$ cat src/rtl/vlc_frame_parser.sv
// VLC receive frame parser: sync hunt, header/length check, payload FIFO with
// valid/ready, trailing XOR checksum and idle timeout, with per-frame status.
module vlc_frame_parser #(
  parameter logic [31:0] SYNC_WORD  = 32'hA5C3_5A3C,
  parameter logic [15:0] MAX_LEN    = 16'd256,
  parameter int unsigned FIFO_DEPTH = 16,
  parameter int unsigned ADDR_W     = 4,
  parameter int unsigned TIMEOUT    = 1024
) (
  input  logic        iClk,
  input  logic        iReset_n,
  input  logic [31:0] iWord,
  input  logic        iWrite,
  output logic [31:0] oData,
  output logic        oLast,
  output logic        oValid,
  input  logic        iReady,
  output logic [15:0] oFrameId,
  output logic [15:0] oLen,
  output logic        oFrameDone,
  output logic [2:0]  oErrCode,
  output logic        oOverflow
);

  localparam int unsigned CNT_W   = ADDR_W + 1;
  localparam int unsigned IDLE_W  = $clog2(TIMEOUT + 1);
  localparam int unsigned ENTRY_W = 33;

  localparam logic [2:0] ERR_OK       = 3'd0;
  localparam logic [2:0] ERR_LEN      = 3'd1;
  localparam logic [2:0] ERR_CHECKSUM = 3'd2;
  localparam logic [2:0] ERR_OVERFLOW = 3'd3;
  localparam logic [2:0] ERR_TIMEOUT  = 3'd4;

  typedef enum logic [1:0] {
    S_HUNT,
    S_HEADER,
    S_PAYLOAD,
    S_CHECK
  } state_t;

  state_t              state;
  logic [ENTRY_W-1:0]  mem [FIFO_DEPTH];
  logic [ADDR_W-1:0]   wr_ptr;
  logic [ADDR_W-1:0]   rd_ptr;
  logic [CNT_W-1:0]    count;
  logic [CNT_W-1:0]    count_nxt;
  logic [15:0]         cnt;
  logic [31:0]         acc;
  logic                frame_drop;
  logic [IDLE_W-1:0]   idle;

  logic pop;
  logic push_req;
  logic push_ok;
  logic last_word;
  logic bad_len;
  logic idle_expire;

  // Show-ahead head of the payload FIFO.
  assign oData = mem[rd_ptr][31:0];
  assign oLast = mem[rd_ptr][32];

  // A push into a full FIFO is still accepted when the head leaves in the same cycle.
  always_comb begin
    pop         = oValid & iReady;
    push_req    = (state == S_PAYLOAD) && iWrite;
    push_ok     = push_req && ((count < CNT_W'(FIFO_DEPTH)) || pop);
    last_word   = (cnt == (oLen - 16'd1));
    bad_len     = (iWord[15:0] == 16'd0) || (iWord[15:0] > MAX_LEN);
    idle_expire = (state != S_HUNT) && !iWrite && (idle == IDLE_W'(TIMEOUT - 1));
    count_nxt   = count + CNT_W'(push_ok) - CNT_W'(pop);
  end

  always_ff @(posedge iClk) begin
    if (!iReset_n) begin
      state      <= S_HUNT;
      wr_ptr     <= '0;
      rd_ptr     <= '0;
      count      <= '0;
      oValid     <= 1'b0;
      cnt        <= '0;
      acc        <= '0;
      frame_drop <= 1'b0;
      idle       <= '0;
      oFrameId   <= '0;
      oLen       <= '0;
      oFrameDone <= 1'b0;
      oErrCode   <= ERR_OK;
      oOverflow  <= 1'b0;
      for (int i = 0; i < int'(FIFO_DEPTH); i++) begin
        mem[i] <= '0;
      end
    end else begin
      oFrameDone <= 1'b0;

      // Payload FIFO bookkeeping.
      if (push_ok) begin
        mem[wr_ptr] <= {last_word, iWord};
        wr_ptr      <= wr_ptr + ADDR_W'(1);
      end
      if (pop) begin
        rd_ptr <= rd_ptr + ADDR_W'(1);
      end
      count  <= count_nxt;
      oValid <= (count_nxt != '0);

      // Idle counter only matters while a frame is open.
      if (iWrite) begin
        idle <= '0;
      end else if (state != S_HUNT) begin
        idle <= idle + IDLE_W'(1);
      end

      case (state)
        S_HUNT: begin
          if (iWrite && (iWord == SYNC_WORD)) begin
            state <= S_HEADER;
          end
        end
        S_HEADER: begin
          if (iWrite) begin
            oFrameId   <= iWord[31:16];
            oLen       <= iWord[15:0];
            acc        <= iWord;
            cnt        <= '0;
            frame_drop <= 1'b0;
            if (bad_len) begin
              oFrameDone <= 1'b1;
              oErrCode   <= ERR_LEN;
              state      <= S_HUNT;
            end else begin
              state <= S_PAYLOAD;
            end
          end
        end
        S_PAYLOAD: begin
          if (iWrite) begin
            acc <= acc ^ iWord;
            cnt <= cnt + 16'd1;
            // Dropped words still advance cnt/acc so the frame boundary is kept.
            if (!push_ok) begin
              oOverflow  <= 1'b1;
              frame_drop <= 1'b1;
            end
            if (last_word) begin
              state <= S_CHECK;
            end
          end
        end
        S_CHECK: begin
          if (iWrite) begin
            oFrameDone <= 1'b1;
            if (frame_drop) begin
              oErrCode <= ERR_OVERFLOW;
            end else if (iWord != acc) begin
              oErrCode <= ERR_CHECKSUM;
            end else begin
              oErrCode <= ERR_OK;
            end
            state <= S_HUNT;
          end
        end
        default: begin
          state <= S_HUNT;
        end
      endcase

      // Abort an open frame after too long without input; FIFO contents stay.
      if (idle_expire) begin
        oFrameDone <= 1'b1;
        oErrCode   <= ERR_TIMEOUT;
        state      <= S_HUNT;
        idle       <= '0;
      end
    end
  end

endmodule

$ cat config.mk
export PLATFORM = sky130hd
export DESIGN_NAME = vlc_frame_parser
export DESIGN_NICKNAME = d
export VERILOG_FILES = /design/src/rtl/vlc_frame_parser.sv
export SDC_FILE = /design/constraint.sdc
export NUM_CORES = 1
export LEC_CHECK = 0
export CAP_MARGIN = 5
export CORE_ASPECT_RATIO = 1.5
export CORE_UTILIZATION = 35
export DETAILED_ROUTE_END_ITERATION = 10
export PLACE_DENSITY = 0.57
export SKIP_CTS_REPAIR_TIMING = 1
export SLEW_MARGIN = 20
export SYNTH_ARGS = -nofsm -noshare
export SYNTH_HDL_FRONTEND = slang
export SYNTH_SLANG_ARGS = --single-unit
$ cat constraint.sdc
create_clock -name iClk -period 11.5 [get_ports iClk]
set_clock_uncertainty 0.2 [all_clocks]
set_input_delay 2.3 -clock iClk [delete_from_list [all_inputs] [get_ports iClk]]
set_output_delay 2.3 -clock iClk [all_outputs]
set_load 0.05 [all_outputs]
Yosys cells after proc, flatten, opt, wreduce, memory -nomap -nowiden. Memory sizes are Yosys's and may differ from the RTL's. A register that Yosys moved wholly into a read port is not among the register bits. Index checks and enable logic that the tools add are counted.

Bits in registers: 113. Latch bits: 0. RAM bits: 528. Bits in read-only memories: 0. Output and inout port bits: 71. Logic and storage cells: 109. Memories kept: 1.

$add $sub $neg: 7. Multipliers: 0. Div/mod/pow operators: 0. $lt $le $gt $ge: 2. Equality and inequality tests: 17. Shifts and indexed selects: 0. Muxes and demuxes: 38. Bitwise operators: 4. Reductions and logical operators: 25.

Memories: mem (depth 16, width 33, rd ports 1, clocked after Yosys merged registers in 1, wr ports 16, line 43) `logic [ENTRY_W-1:0] mem [FIFO_DEPTH];`.

Operators by type and width (number): 32-bit two-way mux (2); 32-bit one-hot mux with 2 select lines (1); 33-bit two-way mux (1); 33-bit OR reduction (1); 32-bit equality test (second input constant) (1); 16-bit two-way mux (2); 32-bit inequality test (1); 16-bit one-hot mux with 2 select lines (1); 32-bit XOR (1); 16-bit by 1-bit adder with 16-bit output (second input constant) (1); 16-bit equality test (1); 16-bit by 9-bit > comparator with 1-bit output (second input constant) (1); 16-bit logical NOT (1); 2-bit two-way mux (8); 16-bit by 1-bit subtractor with 16-bit output (second input constant) (1); 2-bit inequality test (second input constant) (7); 1-bit two-way mux (12); 3-bit two-way mux (4); 4-bit two-way mux (3); 4-bit AND reduction (3); 11-bit by 1-bit adder with 11-bit output (second input constant) (1); 11-bit by 10-bit equality test with 1-bit output (second input constant) (1); 3-bit inequality test (second input constant) (3); 4-bit by 1-bit adder with 4-bit output (second input constant) (2); 22 further kinds (33).

Longest topological paths before layout. Gate-level depths: netlist (run 1).

Word-level depth: 8. Gate-level depth with buffers: 15.

Worst setup path before layout (run 1). Ideal clock, no wire load.

Path kind: input to register. From: input iWrite. To: memory mem[10][0], enable pin. Library setup time: 0.469 ns. Arrival time: 5.759 ns. Required time: 10.831 ns. Setup slack: 5.072 ns. Stages on the path: 7. Path buffers: 3. Path through: clkbuf_1 > nand2_1 > a21oi_1 > buf_2 > nand3_1 > clkbuf_1 > o21ai_0.

RTL lines: from (decl) (line 13) `input logic iWrite,`; to (decl) (line 43).

==> summary.md, run 1 <==
| Metric | Value |
|---|---|
| Core Region | 0.0841 sq mm |
| Remaining Overflow, GRT | 0 |
| Crit path arrival time | 4.66 ns |
| Die ar. | 0.0863 sq mm |
| P_leak | 11.3 nW |
| CTS H-tree lvls | 2 |
| Worst reg2reg path endpoint | mem[2][14] |
| Hold path depth | 2 |
| Commonest cells after routing, fill and taps aside | edfxtp_1 (528), and2_1 (493), mux4_2 (165) |
| Clock share of power | a little under two fifths |
| Drt initial violations | 1158 |
| FF+latch count, synth | 645 |
| Pre-Repair DR Iteration Count | 5 |
| Ys async rst share | 0% |
| Reg clk slew, reported paths | 0.06 ns |
| Placement Cell Area | about 0.032 sq mm |
| Outcome | finished clean |
| Antenna violations before repair | 2 |
| WL/cell | 23.5 microns |
| Slew Limit Fails | 0 |
| Crit path kind | reg2out |
| Initial Util | 35.4% |
| Final setup fails | 0 |
| F_max | 0.140 GHz |
| FF-to-FF path depth | 7 |
| Sw Share | 24.5% |
| Hold Fails Final Rpt | 0 |
| Worst-Skew Late Latency | 0.62 ns |
| Logic pwr share | 12.7% |
| Die Ht | about 360 microns |
| Filler Cells Inserted | 7779 |
| CTS tree | yes |
| Area grow syn2layout | 13.6% |
| Critical path required time | 9.00 ns |
| Leading cell type in the layout, fill and taps excluded | edfxtp_1 |
| Syn_area_per_cell | 13.8 sq um |
| Post-route cell area | 0.0339 sq mm |
| Post-synth top area cell | edfxtp_1 |
| Max FO, Critical Path | 46 |
| Minimum clock period after layout | 7.16 ns |
| I/O pins | 107 |
| Worst-margin pin slew | 1.13 ns |
| Worst setup SP type | flop |
| IR Drop Worst-Case VDD | around 0.12 mV |
| Max Cap Violations | 0 |
| Synthesized Nets | 2211 |
| Largest cells by area after synthesis | edfxtp_1 (53%), mux4_2 (12%), and2_1 (10%) |
| Sinks on Clock Net | around 650 |
| Clock root buffer | clkbuf_16 |
| Top cell type's share of synthesized area | 53.2% |
| Vias in the first global route | 18200 |
| Pwr per Cell Area | 157 mW/mm^2 |
| Setup TNS | 0 ns |
| CTS buffer count | 57 |
| Final nets | 2212 |
| Final wirelength | 78500 microns |
| Maximum root-to-sink buffer count | 3 |
| Number of synthesized flops with an enable pin | 528 |
| Most common flop cell mapped by yosys | edfxtp_1 |
| P_sw | 1.30 mW |
| Worst hold path class | reg2reg |
| Synthesized area | 0.0298 sq mm |
| DP Wirelength | ~48000 microns |
| GP Congestion | between 0.7 and 0.8 |
| Tot Pwr | 5.30 mW |
| Max-slew headroom | ~25% |
| First-pass GRT wire length | 117000 microns |
| Chip width | 240 microns |
| Via density | 5.22 |
| Share of layout cells above drive strength 1 | 15.6% |
| Internal power | 4.00 mW |
| RSZ-0062 raised after global routing | false |
| DR vias | 17400 |
| CP Capture Point | oLast |
| DRC Markers | 0 |
| ANT nets after route | 0 |
| Tot GR Track Use | 18.3% |
| Crit. End Element | primary output |
| Sequential area share after synthesis | 61.1% |
| Row count | 130 |
| Reg power frac | 50.4% |
| Area occupied by multi-input gates | 0.0110 sq mm |
| Finished Core Util | 40.3% |
| Crit share post-route | ~62% |
| R2R setup slack | ~6.5 ns |
| Sequential Area | 0.0182 sq mm |
| Distinct cells, synth | 61 |
| Pin count of the biggest net entering global routing | 106 |
| Syn Inst Count | around 2200 |
| Port Buf Inserts | 106 |
| Synth Warn # | 0 |
==> area by class of cell <==
type / instances / share of cell area (%)
Multi-Input combinational cell: 1294 / 32.3
Tap cell: 1122 / 4.15
Antenna cell: 1 / 0.00739
Sequential cell: 645 / 53.8
Timing Repair Buffer: 147 / 4.06
Clock inverter: 37 / 1.02
Inverter: 17 / 0.188
Clock buffer: 70 / 4.48
==> stage by stage <==
| stage | cells | hold slack [ns] | worst slack (ns) |
|---|---|---|---|
| after floorplan | 2161 | 0.214 | 5.07 |
| after global placement | 3225 | 0.224 | 4.55 |
| after detailed placement | 3225 | 0.230 | 4.36 |
| after CTS | 3332 | 0.239 | 4.21 |
| after global routing | 3332 | 0.271 | 4.22 |
| final | 3333 | 0.236 | 4.34 |
==> cells by family after synthesis <==
group                      Yosys count  synth area share (%)
muxes                              167                  12.5
adders and majority gates           14                 0.613
AOI/OAI and AO/OA                  108                  2.57
xor gates and xnor gates           107                  3.14
buffers and inverters              222                  2.85
and+or+nand+nor                    898                  17.2
DFF                                645                  61.1
==> sequential cells by signal, indices dropped and copies added, names as in the netlist, named ones only <==
register	count
mem	528
acc	32
cnt	16
oFrameId	16
oLen	16
idle	11
count	5
rd_ptr	4
wr_ptr	4
oErrCode	3
frame_drop	1
oFrameDone	1
oOverflow	1
oValid	1
state	1
==> metal layers <==
metal	track usage, %	vias up	share of wire (%)
met2	33.1	466	53
met1	22.6	9058	40
met3	2.20	110	4.5
met5	0	-	0.015
met4	5.52	2	2.7
li1	-	7763	-
==> power by group through the flow <==
| stage | sequential [mW] | clock (mW) | combinational (mW) |
|---|---|---|---|
| floorplan | 2.70 | 0 | 0.478 |
| global placement | 2.72 | 0 | 0.680 |
| detailed placement | 2.73 | 0 | 0.689 |
| CTS | 2.67 | 1.99 | 0.691 |
| global route | 2.68 | 2.07 | 0.719 |
| finish | 2.67 | 1.96 | 0.676 |
==> critical path: stages (launching register included) <==
cell	delay, ns
dfxtp_4	0.83
buf_4	0.73
buf_4	0.68
mux4_2	0.41
mux4_2	0.59
clkdlybuf4s50_1	0.75
==> synthesized netlist by cell type (3+ instances only) <==
cell,n
nor4bb_1,4
and4b_1,3
or3_1,5
a21boi_0,37
nand4_1,16
a21oi_1,15
inv_1,17
nand2_1,166
o2111ai_1,3
dfxtp_1,117
o21ai_0,22
xor2_1,51
clkbuf_1,187
ha_1,13
xnor2_1,56
nor2b_1,10
nand2b_1,7
buf_1,15
nor3_1,28
and3_1,70
nor2_1,46
nand3_1,14
a31oi_1,3
o21a_1,5
mux4_2,165
nor4_1,11
edfxtp_1,528
nor3_2,9
and2_1,493
==> worst min path at each step <==
stage | slack [ns] | from | end
global route | 0.27 | idle[10] | idle[10]
finish | 0.24 | idle[10] | idle[10]
CTS | 0.24 | idle[10] | idle[10]
floorplan | 0.21 | idle[10] | idle[10]
global placement | 0.22 | idle[10] | idle[10]
detailed placement | 0.23 | idle[10] | idle[10]
Power figures use the tool's default switching activity.
==> run 2, diff against run 1 <==
==> constraint.sdc (replaced) <==
create_clock -name iClk -period 6.85 [get_ports iClk]
set_clock_uncertainty 0.2 [all_clocks]
set_input_delay 1.37 -clock iClk [delete_from_list [all_inputs] [get_ports iClk]]
set_output_delay 1.37 -clock iClk [all_outputs]
set_load 0.05 [all_outputs]
==> summary.md, run 2 (same netlist as run 1, synthesis figures left out) <==
| Metric | Value |
|---|---|
| Maximum root-to-sink buffer count | 3 (unchanged) |
| Slew Limit Fails | 0 (unchanged) |
| Worst setup SP type | flop |
| Hold Fails Final Rpt | 0 (unchanged) |
| Cell family with most CP delay | buffers and inverters |
| Share of layout cells above drive strength 1 | 15.9% (+0.34 points) |
| CTS buffer count | 58 (+1.8%) |
| First-pass GRT wire length | 118000 microns (+1.3%) |
| R2R setup slack | 2.06 ns (-4.45 ns) |
| I/O pins | 107 (unchanged) |
| Max Cap Violations | 0 (unchanged) |
| Initial Util | 35.4% (unchanged) |
| CTS H-tree lvls | 2 (unchanged) |
| Antenna violations before repair | 1 (-1) |
| Largest Register | mem |
| Placement Cell Area | 0.0321 sq mm (+0.42%) |
| WL/cell | 23.8 microns (+1.0%) |
| Final nets | 2227 (+0.68%) |
| Leading cell type in the layout, fill and taps excluded | edfxtp_1 |
| Die ar. | 0.0863 sq mm (unchanged) |
| DR vias | 17300 (-0.62%) |
| Pwr per Cell Area | 257 mW/mm^2 (+64%) |
| Largest regs | mem: 528 flops, acc: 32 flops |
| CP Depth | 4 (-1) |
| Crit. End Element | primary output |
| Worst hold path class | reg2reg |
| Port Buf Inserts | 106 (unchanged) |
| Outcome | finished clean |
| Worst Path Buf+Inv | 2 (-1) |
| P_leak | 11.3 nW (about the same) |
| F_max | 0.181 GHz |
| Post-route cell area | 0.0338 sq mm (about the same) |
| FF-to-FF path depth | 7 (unchanged) |
| GP Congestion | 0.819 (+4.4%) |
| CP most frequent cell | mux4_2 |
| IR Drop Worst-Case VDD | 0.248 mV (+110%) |
| Pin count of the biggest net entering global routing | 97 (-8.5%) |
| Remaining Overflow, GRT | 0 (unchanged) |
| ANT nets after route | 0 (unchanged) |
| Tot Pwr | 8.71 mW (+64%) |
| Crit path kind | reg2out |
| Drt initial violations | 1245 (+7.5%) |
| Worst-margin pin slew | 1.07 ns (-0.0600 ns) |
| Crit path arrival time | 3.95 ns (-0.71 ns) |
| Final worst slack | 1.33 ns (-3.01 ns) |
| Crit share post-route | 80.5% |
| Critical path's largest stage delay | 0.87 ns (+0.04 ns) |
| DRC Markers | 0 (unchanged) |
| Max-slew headroom | 28.7% (+4.0 points) |
| Clock root buffer | clkbuf_16 |
| Max FO, Critical Path | 46 (unchanged) |
| Pre-Repair DR Iteration Count | 5 (unchanged) |
| Chip width | 240 microns (unchanged) |
| Critical path required time | 5.28 ns (-3.72 ns) |
| Area grow syn2layout | 13.6% (about the same) |
| Hold WS | 0.246 ns (+0.0102 ns) |
| Via density | 5.17 (-0.92%) |
| Minimum clock period after layout | 5.52 ns |
| Die Ht | 359 microns (unchanged) |
| Row count | 130 (unchanged) |
| Final setup fails | 0 (unchanged) |
| RSZ-0062 raised after global routing | false |
| CP Capture Point | oData[2] |
| Worst reg2reg path endpoint | mem[2][23] |
| Final wirelength | 79500 microns (+1.3%) |
| DP Wirelength | 51200 microns (+6.0%) |
| Setup TNS | 0 ns (unchanged) |
| Critical path's slowest cell | dfxtp_4 |
| Largest register FFs | 528 (unchanged) |
| Core Region | 0.0841 sq mm (unchanged) |
| CP cell instances | buf_12, mux4_2, mux4_2, clkdlybuf4s50_1 |
| Sinks on Clock Net | 645 (unchanged) |
| Pre-CTS setup slack | 0.877 ns (-3.49 ns) |
| CTS tree | yes |
| Vias in the first global route | 18200 (+0.14%) |
| Tot GR Track Use | 18.6% (+0.26 points) |
| Worst-Skew Late Latency | 0.64 ns (+0.02 ns) |
| Commonest cells after routing, fill and taps aside | edfxtp_1 (528), and2_1 (493), mux4_2 (165) |
| Reg clk slew, reported paths | 0.06 ns (about the same) |
run 2: changes by cell type in the layout (fill, tap and decap cells not counted), sizes merged:
cell,change
clkinvlp,-3
bufinv,-6
clkinv,-3
inv,+1
clkbuf,+7
buf,+14
run 2: how the worst min path moves through the flow:
stage	startpoint	endpoint	slack [ns]	cells after the start
after CTS	idle[10]	idle[10]	0.25	2
after global routing	idle[10]	idle[10]	0.28	2
after global placement	idle[10]	idle[10]	0.22	2
final	idle[10]	idle[10]	0.25	2
after floorplan	idle[10]	idle[10]	0.21	2
after detailed placement	idle[10]	idle[10]	0.24	2
run 2: layer usage:
metal | up-vias | GRT usage [%] | wire (microns)
met2 | 437 | 33.7 | 42200
met1 | 8942 | 22.6 | 31800
met5 | - | 0 | 0
met3 | 114 | 2.28 | 3270
li1 | 7798 | - | -
met4 | 0 | 5.88 | 2230
run 2: where the power goes:
| group | switching [mW] | total (mW) | internal, mW |
|---|---|---|---|
| sequential | 0.0980 | 4.49 | 4.40 |
| combinational | 0.645 | 1.15 | 0.509 |
| clock | 1.45 | 3.06 | 1.61 |
| total | 2.19 | 8.71 | 6.52 |
run 2: layout make-up:
| cell class | instances | area (sq um) |
|---|---|---|
| antenna | 1 | 2.50 |
| clock buffer | 77 | 1540 |
| fill | 7779 | 50200 |
| inverter | 17 | 63.8 |
| sequential | 645 | 18200 |
| timing repair buffer | 161 | 1500 |
| clock inverter | 26 | 164 |
| multi-input combinational | 1294 | 11000 |
| tap | 1122 | 1400 |
run 2: worst min-delay path, delay by kind of cell, from the launching register on:
| family | cells | cell delay, ns |
|---|---|---|
| DFF | 1 | 0.31 |
| and+or+nand+nor | 2 | 0.09 |
run 2: per-stage QoR:
| step | utilization [%] | std cells |
|---|---|---|
| finish | 40.2 | 3343 |
| global route | 40.2 | 3342 |
| CTS | 40.3 | 3342 |
| detailed placement | 38.2 | 3239 |
| global placement | 38.2 | 3239 |
| floorplan | - | 2161 |
==> run 3, diff against run 2 <==
--- a/config.mk
+++ b/config.mk
@@ -9,7 +9,7 @@
 export CORE_ASPECT_RATIO = 1.5
 export CORE_UTILIZATION = 35
 export DETAILED_ROUTE_END_ITERATION = 10
-export PLACE_DENSITY = 0.57
+export PLACE_DENSITY = 0.58
 export SKIP_CTS_REPAIR_TIMING = 1
 export SLEW_MARGIN = 20
 export SYNTH_ARGS = -nofsm -noshare
==> constraint.sdc (replaced) <==
create_clock -name iClk -period 4.6 [get_ports iClk]
set_clock_uncertainty 0.2 [all_clocks]
set_input_delay 0.92 -clock iClk [delete_from_list [all_inputs] [get_ports iClk]]
set_output_delay 0.92 -clock iClk [all_outputs]
set_load 0.05 [all_outputs]
==> summary.md, run 3 (same netlist as run 1, synthesis figures left out) <==
| Metric | Value |
|---|---|
| Largest regs | mem: 528 flops, acc: 32 flops |
| Max Cap Violations | 0 (unchanged) |
| F_max | 0.224 GHz |
| Leading cell type in the layout, fill and taps excluded | edfxtp_1 |
| Hold Fails Final Rpt | 0 (unchanged) |
| Commonest cells after routing, fill and taps aside | edfxtp_1 (528), and2_1 (493), mux4_2 (165) |
| Filler Cells Inserted | 7739 (-0.51%) |
| Remaining Overflow, GRT | 0 (unchanged) |
| WL/cell | 25.0 microns (+5.2%) |
| GP Congestion | 0.804 (-1.8%) |
| Largest register FFs | 528 (unchanged) |
| IR Drop Worst-Case VDD | 0.321 mV (+30%) |
| P_leak | 11.6 nW (+3.1%) |
| Largest Register | mem |
| Slew Limit Fails | 0 (unchanged) |
| ANT nets after route | 0 (unchanged) |
| Share of layout cells above drive strength 1 | 18.0% (+2.0 points) |
| Diodes inserted | 0 (-1) |
| Reg power frac | 50.0% (-1.6 points) |
| Clock share of power | 36.8% (+1.6 points) |
| Internal power | 10.0 mW (+54%) |
| Pin count of the biggest net entering global routing | 58 (-40%) |
| CTS H-tree lvls | 2 (unchanged) |
| FF-to-FF path depth | 8 (+1) |
| Pre-Repair DR Iteration Count | 5 (unchanged) |
| CTS tree | yes |
| Die ar. | 0.0863 sq mm (unchanged) |
| Max FO, Critical Path | 31 (-33%) |
| CTS buffer count | 58 (unchanged) |
| Reg clk slew, reported paths | 0.07 ns (about the same) |
| DR vias | 17800 (+2.7%) |
| RSZ-0062 raised after global routing | false |
| CP Capture Point | oData[7] |
| Final wirelength | 84700 microns (+6.5%) |
| I/O pins | 107 (unchanged) |
| Row count | 130 (unchanged) |
| Drt initial violations | 1144 (-8.1%) |
| Max-slew headroom | 27.5% (-1.2 points) |
| DP Wirelength | 51800 microns (+1.1%) |
| Logic pwr share | 13.2% (about the same) |
| Antenna violations before repair | 3 (+2) |
| Critical path required time | 3.48 ns (-1.80 ns) |
| Vias in the first global route | 18800 (+3.0%) |
| Sw Share | 24.6% (-0.61 points) |
| Chip width | 240 microns (unchanged) |
| Worst reg2reg path endpoint | mem[3][32] |
| DRC Markers | 0 (unchanged) |
| Initial Util | 35.4% (unchanged) |
| Clock root buffer | clkbuf_16 |
| Setup TNS | 0 ns (unchanged) |
| Crit path arrival time | 3.34 ns (-0.61 ns) |
| Final nets | 2267 (+1.8%) |
| Worst-Skew Late Latency | 0.63 ns (about the same) |
| Core Region | 0.0841 sq mm (unchanged) |
| Worst hold path class | reg2reg |
| Minimum clock period after layout | 4.46 ns |
| Final setup fails | 0 (unchanged) |
| Dpl cells | 3279 (+1.2%) |
| P_sw | 3.26 mW (+49%) |
| Via density | 5.24 (+1.4%) |
| Tot GR Track Use | 20.0% (+1.4 points) |
| Layout Cells excl Fill | 3387 (+1.3%) |
| First-pass GRT wire length | 125000 microns (+5.7%) |
| Area grow syn2layout | 15.6% |
| Sinks on Clock Net | 645 (unchanged) |
| Crit. End Element | primary output |
| Worst-margin pin slew | 1.08 ns (+0.0183 ns) |
| Pwr per Cell Area | 385 mW/mm^2 (+50%) |
| Outcome | finished clean |
| Crit path kind | reg2out |
| Maximum root-to-sink buffer count | 3 (unchanged) |
| Worst setup SP type | flop |
| Port Buf Inserts | 106 (unchanged) |
| R2R setup slack | 1.29 ns (-0.77 ns) |
| Worst reg2reg startpoint | oLen[0] |
| Die Ht | 359 microns (unchanged) |
| Crit share post-route | 96.9% |
-- run 3: cell type report --
cell class | count | area, sq um | share of cell area, %
timing repair buffer | 201 | 1960 | 5.68
tap | 1122 | 1400 | 4.07
sequential | 645 | 18200 | 52.8
clock buffer | 74 | 1560 | 4.54
multi-input combinational | 1294 | 11000 | 31.8
inverter | 17 | 63.8 | 0.185
clock inverter | 34 | 305 | 0.886
-- run 3: metrics by stage --
| stage | setup WS (ns) | utilization [%] | power [mW] | hold slack [ns] | instance area (sq um) |
|---|---|---|---|---|---|
| final | 0.144 | 41.0 | 13.3 | 0.248 | 34500 |
| after global routing | 0.0214 | 41.0 | 13.7 | 0.280 | 34500 |
| after CTS | 0.0479 | 41.0 | 13.4 | 0.247 | 34400 |
| after detailed placement | 0.694 | 38.7 | 8.56 | 0.235 | 32600 |
| after global placement | 0.633 | 38.7 | 8.52 | 0.223 | 32600 |
| after floorplan | -0.448 | - | 7.93 | 0.214 | 29800 |
-- run 3: worst min-delay path by stage --
| stage | start | endpoint | slack [ns] | cells after the start |
|---|---|---|---|---|
| 2_1_floorplan | idle[10] | idle[10] | 0.21 | 2 |
| 3_3_place_gp | idle[10] | idle[10] | 0.22 | 2 |
| 3_5_place_dp | idle[10] | idle[10] | 0.24 | 2 |
| 4_1_cts | idle[10] | idle[10] | 0.25 | 2 |
| 5_1_grt | idle[10] | idle[10] | 0.28 | 2 |
| 6_report | idle[10] | idle[10] | 0.25 | 2 |
-- run 3: metal layers --
metal  up-vias  global-route usage (%)  wire length [microns]
met5         -                       0                      0
met4         0                    8.68                   3800
met1      9093                    23.4                  31700
met2       613                    36.2                  45000
met3       177                    2.56                   4220
li1       7876                       -                      -
-- run 3: power by group through the flow --
stage	registers [mW]	clock network (mW)	logic, mW
finish	6.64	4.88	1.75
detailed placement	6.77	0	1.78
floorplan	6.74	0	1.20
CTS	6.65	4.99	1.79
global placement	6.75	0	1.77
global route	6.67	5.18	1.86
-- run 3: critical path, stage by stage (launching register included) --
cell	delay, ns
dfxtp_4	0.51
buf_12	0.29
mux4_2	0.58
mux4_2	0.52
clkdlybuf4s50_1	0.73
